**src/rtl/sudoku_cell_picker.sv**
```systemverilog
// rtl/sudoku_cell_picker.sv - rejection-samples RNG nibbles into unique Sudoku givens
// All state advances on the falling edge of clka; outputs are decoded from registers only.
module sudoku_cell_picker #(
  parameter int NUM_CELLS = 17,
  parameter int RAND_LAT  = 2,
  parameter int MAX_TRIES = 15
) (
  input  logic       clka,
  input  logic       restart_n,
  input  logic       start,
  output logic       gen_rand_flag,
  input  logic [3:0] rand_setup,
  input  logic [3:0] rand_A,
  input  logic [3:0] rand_B,
  output logic       cell_valid,
  input  logic       cell_ready,
  output logic [3:0] cell_row,
  output logic [3:0] cell_col,
  output logic [3:0] cell_val,
  output logic       busy,
  output logic       done,
  output logic       err,
  output logic [7:0] reject_total
);

  localparam int WW = $clog2(RAND_LAT + 1);

  typedef enum logic [2:0] {
    S_IDLE, S_REQ, S_WAIT, S_CHECK, S_EMIT, S_DONE
  } state_t;

  state_t        state_q, state_d;
  logic [WW-1:0] wait_cnt_q, wait_cnt_d;
  logic [3:0]    cap_setup_q, cap_setup_d;
  logic [3:0]    cap_a_q, cap_a_d;
  logic [3:0]    cap_b_q, cap_b_d;
  logic [80:0]   occ_q, occ_d;
  logic [6:0]    count_q, count_d;
  logic [7:0]    tries_q, tries_d;
  logic          err_q, err_d;
  logic [7:0]    reject_q, reject_d;
  logic [3:0]    row_q, row_d;
  logic [3:0]    col_q, col_d;
  logic [3:0]    val_q, val_d;

  logic          in_range;
  logic [6:0]    idx;
  logic          accept;

  // Index is forced to zero unless the nibbles are in range, so stray values never address occ_q.
  always_comb begin
    in_range = (cap_a_q <= 4'd8) && (cap_b_q <= 4'd8) &&
               (cap_setup_q >= 4'd1) && (cap_setup_q <= 4'd9);
    idx      = in_range ? (({3'b000, cap_a_q} * 7'd9) + {3'b000, cap_b_q}) : 7'd0;
    accept   = in_range && !occ_q[idx];
  end

  always_comb begin
    state_d     = state_q;
    wait_cnt_d  = wait_cnt_q;
    cap_setup_d = cap_setup_q;
    cap_a_d     = cap_a_q;
    cap_b_d     = cap_b_q;
    occ_d       = occ_q;
    count_d     = count_q;
    tries_d     = tries_q;
    err_d       = err_q;
    reject_d    = reject_q;
    row_d       = row_q;
    col_d       = col_q;
    val_d       = val_q;
    case (state_q)
      S_IDLE, S_DONE: begin
        if (start) begin
          occ_d    = '0;
          count_d  = '0;
          tries_d  = '0;
          err_d    = 1'b0;
          reject_d = '0;
          state_d  = S_REQ;
        end
      end
      S_REQ: begin
        wait_cnt_d = '0;
        state_d    = S_WAIT;
      end
      S_WAIT: begin
        if (wait_cnt_q == WW'(RAND_LAT - 1)) begin
          cap_setup_d = rand_setup;
          cap_a_d     = rand_A;
          cap_b_d     = rand_B;
          state_d     = S_CHECK;
        end else begin
          wait_cnt_d = wait_cnt_q + 1'b1;
        end
      end
      S_CHECK: begin
        if (accept) begin
          row_d        = cap_a_q;
          col_d        = cap_b_q;
          val_d        = cap_setup_q;
          occ_d[idx]   = 1'b1;
          count_d      = count_q + 7'd1;
          tries_d      = '0;
          state_d      = S_EMIT;
        end else begin
          if (reject_q != 8'hff) reject_d = reject_q + 8'd1;
          tries_d = tries_q + 8'd1;
          if (tries_q + 8'd1 == 8'(MAX_TRIES)) begin
            err_d   = 1'b1;
            state_d = S_DONE;
          end else begin
            state_d = S_REQ;
          end
        end
      end
      S_EMIT: begin
        if (cell_ready) state_d = (count_q == 7'(NUM_CELLS)) ? S_DONE : S_REQ;
      end
      default: state_d = S_IDLE;
    endcase
  end

  always_ff @(negedge clka or negedge restart_n) begin
    if (!restart_n) begin
      state_q     <= S_IDLE;
      wait_cnt_q  <= '0;
      cap_setup_q <= '0;
      cap_a_q     <= '0;
      cap_b_q     <= '0;
      occ_q       <= '0;
      count_q     <= '0;
      tries_q     <= '0;
      err_q       <= 1'b0;
      reject_q    <= '0;
      row_q       <= '0;
      col_q       <= '0;
      val_q       <= '0;
    end else begin
      state_q     <= state_d;
      wait_cnt_q  <= wait_cnt_d;
      cap_setup_q <= cap_setup_d;
      cap_a_q     <= cap_a_d;
      cap_b_q     <= cap_b_d;
      occ_q       <= occ_d;
      count_q     <= count_d;
      tries_q     <= tries_d;
      err_q       <= err_d;
      reject_q    <= reject_d;
      row_q       <= row_d;
      col_q       <= col_d;
      val_q       <= val_d;
    end
  end

  assign gen_rand_flag = (state_q == S_REQ);
  assign cell_valid    = (state_q == S_EMIT);
  assign busy          = (state_q != S_IDLE) && (state_q != S_DONE);
  assign done          = (state_q == S_DONE);
  assign err           = err_q;
  assign reject_total  = reject_q;
  assign cell_row      = row_q;
  assign cell_col      = col_q;
  assign cell_val      = val_q;

endmodule

```
**config.mk**
```make
export PLATFORM = sky130hd
export DESIGN_NAME = sudoku_cell_picker
export DESIGN_NICKNAME = d
export VERILOG_FILES = /design/src/rtl/sudoku_cell_picker.sv
export SDC_FILE = /design/constraint.sdc
export NUM_CORES = 1
export LEC_CHECK = 0
export CORE_MARGIN = 1.5
export CORE_UTILIZATION = 30
export DETAILED_ROUTE_END_ITERATION = 12
export DONT_BUFFER_PORTS = 1
export PLACE_DENSITY = 0.42
export SYNTH_ARGS = -nofsm -noshare
export SYNTH_HDL_FRONTEND = slang
export SYNTH_SLANG_ARGS = --single-unit
```
**constraint.sdc**
```tcl
create_clock -name clka -period 5.3 [get_ports clka]
set_input_delay 1.06 -clock clka [delete_from_list [all_inputs] [get_ports clka]]
set_output_delay 1.06 -clock clka [all_outputs]
set_load 0.02 [all_outputs]
```
# After elaboration in Yosys (flattened, before gate mapping)
# Cells that the tools add are included.
# word_totals
register_bits	134
in_bits	16
out_inout_bits	25
# classes
n_addsub	5
multipliers	1
order_cmp	6
eq_ne	18
muxes	30
bitwise_logic	1
n_reduce_logical	20
# op_table
op	n
81-bit two-way mux	2
81-bit one-hot mux with 2 select lines	1
81-bit OR	1
8-bit two-way mux	4
8-bit one-hot mux with 2 select lines	2
7-bit two-way mux	3
3-bit two-way mux	6
8-bit by 1-bit adder with 8-bit output (second input constant)	2
3-bit one-hot mux with 5 select lines	1
2-bit != test (second input constant)	7
7-bit one-hot mux with 2 select lines	1
4-bit less-or-equal comparator (second input constant)	3
8-bit by 4-bit equality test with 1-bit output (second input constant)	1
7-bit by 8-bit less-than comparator with 1-bit output (second input constant)	1
8-bit != test (second input constant)	1
2-bit AND reduction	4
4-bit AND reduction	2
7-bit by 1-bit adder with 7-bit output (second input constant)	1
7-bit by 4-bit adder with 7-bit output	1
1-bit binary-select mux with 7-bit select	1
1-bit demux with 7-bit select	1
7-bit by 5-bit equality test with 1-bit output (second input constant)	1
7-bit by 1-bit greater-or-equal comparator with 1-bit output (second input constant)	1
4-bit by 4-bit multiplier with 7-bit output (second input constant)	1
19 further kinds	32

# Logic depth before layout (Yosys ltp)
# logic_depth
ltp_word	12
depth_mapped	16
ltp_nobuf	12

==> flow_summary.ini <==
[run_status]
outcome = complete, no violations

[clock_tree]
cts_tree = done
clock_latency_ns = 0.40
cts_setup_buffers = 3
ctsHoldBuffers = 0
clkTransAtPathRegs_ns = 0.04
ctsResizeCount = 0
cts_root_buf = clkbuf_16
ctsHtreeMaxLevel = 4
clock-sinks = 134
cts_buffer_depth = 2
cts_inserted_buffers = 17

[drt]
drt_wl_total_um = 19400
wl_per_cell_um = 20.8
post_drt_via_cell_ratio = 5.76
vias = 5370
ant_nets = 0
drc = 0
drtPass1Iterations = 4
drtIter0Drc = 309

[worst_setup_path]
cp-start-kind = flop
worstSetupPathType = reg2out
arrival_ns = 4.12
ff2ff_path_depth = 13
r2r_setup_slack_ns = 0.56
path_max_fanout = 6
required_ns = 4.24
r2r_end = reject_total[4]
reg2reg_from = cap_a_q[3]
critPathCaptureType = output port

[logic_synthesis]
yosysUniqueCellTypes = 68
synth_ff_type = dfrtn_1
synthesis.area_um2 = 6930
ys_ff_latch = 134
synth.top_cells.by_count = 134 x dfrtn_1, 62 x a32o_1, 59 x nand2_1
yosysTopAreaCell = dfrtn_1
synth_nets = 665
synth-edff-count = 0
ys_seq_area_share_pct = 48.4
synth_top_area_share_pct = 48.4
yosysMostFrequentCell = dfrtn_1
syn_inst = 631
avgSynthCellArea_um2 = 11.0
yosysWarningCount = 0
async_flop_share_pct = 100
synth.area.top_cells = dfrtn_1 48%, a32o_1 9.0%, mux2_2 4.2%

[sta]
finalClockSkew_ns = 0.00622
hold_violations = 0
slew_viol_final = 0
setup_tns_ns = 0
rsz0062_at_grt = false
worst_pin_slew_ns = 1.27
finalSetupViolCount = 0
relSlewSlack_pct = 15.1

[hold_path]
hp-class = reg2reg
worstHoldEndpoint = occ_q[0]
holdCritStartpoint = occ_q[0]
whs_path_depth = 2

[floorplanning]
core_area_um2 = 22600
io_pins = 41
row_count = 55
fp.dieW_um = 155
start_util_pct = 30.6
die_area_um2 = 24000
die_h_um = 155

[layout]
nets = 668
area_growth_pct = 14.0
drive_above_1_share_pct = 15.8
fin_area_um2 = 7890
antennaDiodeCount = 0

[grt]
grt_use_total_pct = 16.8
grt_max_degree = 135
grt.overflow.total = 0
grt_pass1_wl_um = 31100
antenna_found_initial = 0
grt_pass1_vias = 5388

[place]
hpwl_um = 12600
portBuffers = 0
gp_congestion = 0.766
place_area_um2 = 7320

[power]
p_leak_nw = 3.33
vdd_ir_drop_max_v = 0.000341
powerDensity_nw_per_um2 = 729

[flow_run]
drv_cap = 0
## layout by cell type (no fill, tap or decap), types with 4 or more instances in the layout
cell type,count
a211oi_1,5
a21o_1,4
a21oi_1,17
a22o_1,6
a31oi_1,8
a32o_1,62
and2_1,6
and3_1,5
buf_4,22
clkbuf_16,17
clkinvlp_4,7
dfrtn_1,134
ha_1,17
inv_1,17
mux2_2,26
mux2i_1,13
mux4_2,8
nand2_1,58
nand2b_1,10
nand3_1,15
nand4_1,11
nor2_1,31
nor3_1,12
nor3b_1,5
o211ai_1,4
o21ai_0,26
o22ai_1,10
o31ai_1,11
or4_1,6
xnor2_1,4
xor2_1,5
## logic make-up after synthesis
logic type	Yosys count	synth area share [%]
DFF	134	48.4
xor gates and xnor gates	9	1.14
muxes	47	8.71
and+or+nand+nor	182	13.5
adders and majority gates	18	3.36
buffers and inverters	57	3.40
AOI/OAI and AO/OA	184	21.4
## layout make-up
| class | count | area (um^2) |
|---|---|---|
| flip-flops and latches | 134 | 3350 |
| clock buffers | 20 | 447 |
| well taps | 285 | 357 |
| repair buffers | 24 | 205 |
| fillers | 2261 | 14700 |
| multi-input cells | 440 | 3360 |
| inverters | 17 | 63.8 |
| clock inverters | 12 | 106 |
## state kept, by name, indices dropped and copies added (netlist names)
| name | cells |
|---|---|
| cap_setup_q | 4 |
| cell_col | 4 |
| reject_total | 8 |
| wait_cnt_q | 2 |
| count_q | 7 |
| cell_val | 4 |
| state_q | 3 |
| err | 1 |
| occ_q | 81 |
| cap_b_q | 4 |
| cap_a_q | 4 |
| tries_q | 8 |
| cell_row | 4 |
## metrics by stage
| step | util [%] | hold WS [ns] | setup slack [ns] | instances | power (W) |
|---|---|---|---|---|---|
| floorplan | - | 0.402 | 0.151 | 631 | 0.00361 |
| global placement | 32.3 | 0.424 | 0.382 | 897 | 0.00461 |
| detailed placement | 32.3 | 0.424 | 0.297 | 897 | 0.00462 |
| CTS | 34.9 | 0.424 | 0.124 | 932 | 0.00578 |
| global route | 34.9 | 0.446 | 0.0170 | 932 | 0.00616 |
| finish | 34.9 | 0.421 | 0.125 | 932 | 0.00575 |
## power breakdown
group / switching, W / internal (W)
Clock: 0.000467 / 0.000654
Combinational: 0.00207 / 0.00107
Sequential: 0.000255 / 0.00124
Total: 0.00279 / 0.00297
## worst max-delay path by stage
stage / start / end / cells after the start
2_1_floorplan: start / reject_total[6] / 7
4_1_cts: state_q[0] / busy / 4
5_1_grt: state_q[0] / busy / 4
6_report: state_q[0] / busy / 4
3_3_place_gp: state_q[0] / busy / 4
3_5_place_dp: start / occ_q[69] / 5
## metal layers
layer	share of wire, %	wire [um]	global-route usage (%)
met1	47	9050	22.5
met2	48	9240	27.1
met3	4.5	879	4.09
met4	1.1	210	4.40
met5	0	0	0
## critical path, stage by stage, from the launching register on
cell and delay [ns]:
dfrtn_1 0.34, inv_1 0.16, nor2_1 0.11, nor3_1 0.28, inv_1 0.18
No activity file was read; power rests on OpenSTA's default activity.
